## config.mk

```make
export PLATFORM = sky130hd
export DESIGN_NAME = main_dec
export DESIGN_NICKNAME = d
export VERILOG_FILES = /design/src/rtl/mips_pkg.sv /design/src/rtl/main_dec_comb.sv /design/src/rtl/main_dec.sv
export SDC_FILE = /design/constraint.sdc
export NUM_CORES = 1
export LEC_CHECK = 0
export ABC_AREA = 1
export BUFFER_PORTS_ARGS = -buffer_cell sky130_fd_sc_hd__clkbuf_2
export CORE_AREA = 3 3 40 42
export DETAILED_ROUTE_END_ITERATION = 8
export DIE_AREA = 0 0 43 45
export GPL_TIMING_DRIVEN = 0
export PLACE_DENSITY = 0.66
export SYNTH_ARGS = -nofsm -noshare
export SYNTH_HDL_FRONTEND = slang
export SYNTH_SLANG_ARGS = --single-unit
```

## constraint.sdc

```tcl
create_clock -name clk -period 0.8 [get_ports clk]
set_input_delay 0.04 -clock clk [delete_from_list [all_inputs] [get_ports clk]]
set_output_delay 0.04 -clock clk [all_outputs]
set_load 0.005 [all_outputs]
```

## src/rtl/mips_pkg.sv

```systemverilog
// Shared MIPS decode definitions: opcode constants, ALU class encodings
// and the packed control word carried from the decoder to the register.
package mips_pkg;

    localparam logic [5:0] OP_RTYPE = 6'b000000;
    localparam logic [5:0] OP_LW    = 6'b100011;
    localparam logic [5:0] OP_SW    = 6'b101011;
    localparam logic [5:0] OP_BEQ   = 6'b000100;
    localparam logic [5:0] OP_ADDI  = 6'b001000;
    localparam logic [5:0] OP_J     = 6'b000010;

    // ALU-decoder class handed to the downstream ALU decoder.
    typedef enum logic [1:0] {
        ALUOP_ADD   = 2'b00,
        ALUOP_SUB   = 2'b01,
        ALUOP_FUNCT = 2'b10
    } alu_op_t;

    // Field order matches the flat word
    // {RegWrite, RegDst, ALUSrc, Branch, MemWrite, MemtoReg, ALUOp, Jump, Illegal}.
    typedef struct packed {
        logic    reg_write;
        logic    reg_dst;
        logic    alu_src;
        logic    branch;
        logic    mem_write;
        logic    mem_to_reg;
        alu_op_t alu_op;
        logic    jump;
        logic    illegal;
    } ctrl_word_t;

    // Pipeline bubble: nothing written, nothing branched, not flagged illegal.
    localparam ctrl_word_t CTRL_BUBBLE = '{
        reg_write:  1'b0,
        reg_dst:    1'b0,
        alu_src:    1'b0,
        branch:     1'b0,
        mem_write:  1'b0,
        mem_to_reg: 1'b0,
        alu_op:     ALUOP_ADD,
        jump:       1'b0,
        illegal:    1'b0
    };

endpackage

```

## src/rtl/main_dec_comb.sv

```systemverilog
// Purely combinational main decoder: opcode in, control word out.
// Unused fields are forced to 0 so no X can leak into the pipeline.
module main_dec_comb
    import mips_pkg::*;
(
    input  logic [5:0] op,
    output ctrl_word_t ctrl
);

    // Start from the bubble word and set only the fields each opcode needs.
    always_comb begin
        ctrl = CTRL_BUBBLE;
        case (op)
            OP_RTYPE: begin
                ctrl.reg_write = 1'b1;
                ctrl.reg_dst   = 1'b1;
                ctrl.alu_op    = ALUOP_FUNCT;
            end
            OP_LW: begin
                ctrl.reg_write  = 1'b1;
                ctrl.alu_src    = 1'b1;
                ctrl.mem_to_reg = 1'b1;
            end
            OP_SW: begin
                ctrl.alu_src   = 1'b1;
                ctrl.mem_write = 1'b1;
            end
            OP_BEQ: begin
                ctrl.branch = 1'b1;
                ctrl.alu_op = ALUOP_SUB;
            end
            OP_ADDI: begin
                ctrl.reg_write = 1'b1;
                ctrl.alu_src   = 1'b1;
            end
            OP_J: begin
                ctrl.jump = 1'b1;
            end
            default: begin
                // Unsupported opcode: behave as a bubble but raise the flag.
                ctrl.illegal = 1'b1;
            end
        endcase
    end

endmodule

```

## src/rtl/main_dec.sv

```systemverilog
// Registered main decoder: decodes Op one cycle ahead and holds the control
// word in a register with reset > Flush > Stall > load priority.
module main_dec
    import mips_pkg::*;
(
    input  logic       clk,
    input  logic       reset,
    input  logic [5:0] Op,
    input  logic       Stall,
    input  logic       Flush,
    output logic       MemtoReg,
    output logic       MemWrite,
    output logic       Branch,
    output logic       ALUSrc,
    output logic       RegDst,
    output logic       RegWrite,
    output logic       Jump,
    output logic [1:0] ALUOp,
    output logic       Illegal
);

    ctrl_word_t ctrl_next;
    ctrl_word_t ctrl_reg;

    main_dec_comb u_comb (
        .op   (Op),
        .ctrl (ctrl_next)
    );

    // Control register: Flush wins over Stall so a squashed slot never keeps
    // a stale instruction; Stall simply freezes the word.
    always_ff @(posedge clk) begin
        if (reset) begin
            ctrl_reg <= CTRL_BUBBLE;
        end else if (Flush) begin
            ctrl_reg <= CTRL_BUBBLE;
        end else if (!Stall) begin
            ctrl_reg <= ctrl_next;
        end
    end

    // Break the registered word out onto the individual control ports.
    always_comb begin
        RegWrite = ctrl_reg.reg_write;
        RegDst   = ctrl_reg.reg_dst;
        ALUSrc   = ctrl_reg.alu_src;
        Branch   = ctrl_reg.branch;
        MemWrite = ctrl_reg.mem_write;
        MemtoReg = ctrl_reg.mem_to_reg;
        ALUOp    = ctrl_reg.alu_op;
        Jump     = ctrl_reg.jump;
        Illegal  = ctrl_reg.illegal;
    end

endmodule

```

==> results.yml <==
status:
  status: "complete, no violations"
yosys:
  synthXorXnorAreaFrac: 0
  synthSimpleGateAreaFrac: 0.3059
  synth.area.top_cells: "dfxtp_1, nor2_1, nor2_2"
  yosysWarnings: 0
  ys_types: 15
  synth_compound_area_frac: 0.1794
  muxShareOfSynthArea: 0
  yosys.area_share.adder: 0
  syn_nets: 70
  yosys.area.top_type: "dfxtp_1"
  ys_seq_area_frac: 0.4235
  syn_area_um2: 425.4
  synth_top_area_share: 0.4235
  syn_inst: 60
  ys_ff_latch: 9
  synth_top_family_by_area: "simple AND/OR/NAND/NOR gates"
  avgSynthCellArea_um2: 7.090
layout:
  layout_common_cells: "clkbuf_2, nor2_1, dfxtp_1, nand2_1, o21ai_0"
  area_growth_pct: 31.47
  diodes: 0
  drive_gt1_frac: 0.4024
  fin_cells: 97
  final_common_cell: "clkbuf_2"
  final_nets: 93
setup_path:
  critPathKind: "flip-flop to output pin"
  worst_setup_path_start_kind: "flip-flop"
  crit_fanout: 2
  required_ns: 0.76
  cp_top_family: "flip-flops"
  end_kind: "output pin"
  slowest_delay_ns: 0.33
  crit_arrival_ns: 0.70
  path_cells: "clkbuf_2"
  critPathSlowestCell: "dfxtp_1"
  path_buf_inv: 1
routing:
  wire_per_inst_um: 9.742
  vias: 438
  dr.pass1.iters: 4
  drtIter0Drc: 6
  drc: 0
  drtAntennaViolNets: 0
  totalWireLength_um: 945
  via_per_inst: 4.515
min_path:
  hold_class: "primary input to flip-flop"
clock_tree:
  postCtsSetupBuffers: 0
  numCtsBuffers: 3
  hold_buffers: 0
  cts_num_sinks: 9
  clk_latency_ns: 0.26
  root_buffer: "clkbuf_4"
  ctsHtreeMaxLevel: 1
  clk_pin_slew_ns: 0.07
  clockBufferDepth: 2
  cts_tree: "yes"
die:
  die_h_um: 45
  core-area_um2: 1285
  initial_core_util: 0.3311
  die_w_um: 43
  ioPinCount: 20
  dieArea_um2: 1935
  rows: 13
timing:
  fin_hold_ws_ns: 0.06347
  fin_skew_ns: 0
  slew_viol_final: 0
  worst_slew_pin_slew_ns: 0.4084
  rsz0062_at_grt: "no"
  layout_min_cycle_time_ns: 0.7440
  setup_viol: 0
  timing.slew.headroom: 0.7267
  period_share: 0.9300
  fmax_ghz: 1.344
  hold_viol: 0
grt:
  overflow: 0
  grt_pass1_wl_mm: 1.504
  grt_usage: 0.1076
  grt_max_degree: 11
  grt_pass1_vias: 351
  antenna_found_initial: 0
place:
  gp_congestion: 0.7909
  place_inst: 94
  hpwl_um: 742.7
  io_buffers: 19
power:
  p_int_uw: 707.4
  power.share.sequential: 0.493
  p_per_area_nw_per_um2: 1703
  netSwitchingPower_uw: 245.1
  clkPwrFrac: 0.375
  ir_drop_mv: 1.010
  comb_power_share: 0.132
  p_sw_frac: 0.2573
  leakagePower_uw: 0.0002824
job:
  maxCapViolations: 0
## metrics by stage
step | power, uW | area [um2] | util | setup slack [ns] | setup TNS, ns
3_3_place_gp | 605.9 | 539.3 | 0.4197 | -0.07076 | -0.1753
6_report | 952.5 | 559.3 | 0.4352 | 0.05599 | 0
2_1_floorplan | 549.6 | 425.4 | - | 0.1484 | 0
5_1_grt | 1005 | 559.3 | 0.4352 | 0.008198 | 0
4_1_cts | 960.1 | 559.3 | 0.4352 | 0.04794 | 0
3_5_place_dp | 608.0 | 539.3 | 0.4197 | -0.1259 | -0.2919
## routing by layer
layer | global-route usage | vias up | share of wire
met4 | 0.05422 | 0 | 0.011
met3 | 0.06375 | 2 | 0.095
met2 | 0.1497 | 16 | 0.45
met5 | 0 | - | 0
met1 | 0.1308 | 182 | 0.44
li1 | - | 238 | -
## flip-flops by register name, indices dropped and copies added (netlist names)
name,count
ALUSrc,1
RegDst,1
Jump,1
MemtoReg,1
Illegal,1
RegWrite,1
MemWrite,1
ALUOp,2
## cell usage after synthesis, drive strengths merged
| master | n |
|---|---|
| a21oi | 5 |
| a31oi | 1 |
| buf | 2 |
| dfxtp | 9 |
| inv | 7 |
| nand2 | 8 |
| nand3 | 5 |
| nand4 | 1 |
| nor2 | 15 |
| o21ai | 7 |
## cell families (layout without fill, tap and decap cells)
logic type,after synthesis,in the layout
flops,9,9
compound gates,13,13
buf+inv,9,31
simple gates,29,29
## power by group through the flow
stage	Sequential [uW]	Clock (uW)	Combinational, uW
2_1_floorplan	481	0	68.3
3_5_place_dp	480	0	128
3_3_place_gp	479	0	127
6_report	470	357	126
4_1_cts	470	363	127
5_1_grt	472	390	144
## what timing repair did
item | 4_1_cts | 5_1_grt
resized for setup | 1 | 0
hold endpoints to repair | 0 | 0
setup endpoints to repair | 1 | 0
## final timing paths
kind | cells past startpoint | to | from | slack, ns
max | 1 | RegWrite | RegWrite | 0.06
min | 3 | MemWrite | Stall | 0.06
max reg2reg | 2 | RegWrite | RegWrite | 0.10
min reg2reg | 2 | ALUOp[1] | ALUOp[1] | 0.49
## cell type report
type | count | area (um2)
Clock buffer | 4 | 26.28
Timing Repair Buffer | 19 | 95.09
Buffer | 1 | 5.005
Sequential cell | 9 | 181.4
Fill cell | 141 | 725.7
Inverter | 7 | 26.28
Tap cell | 15 | 18.77
Multi-Input combinational cell | 42 | 206.4
Note: power is estimated with default switching activity, not from simulation.
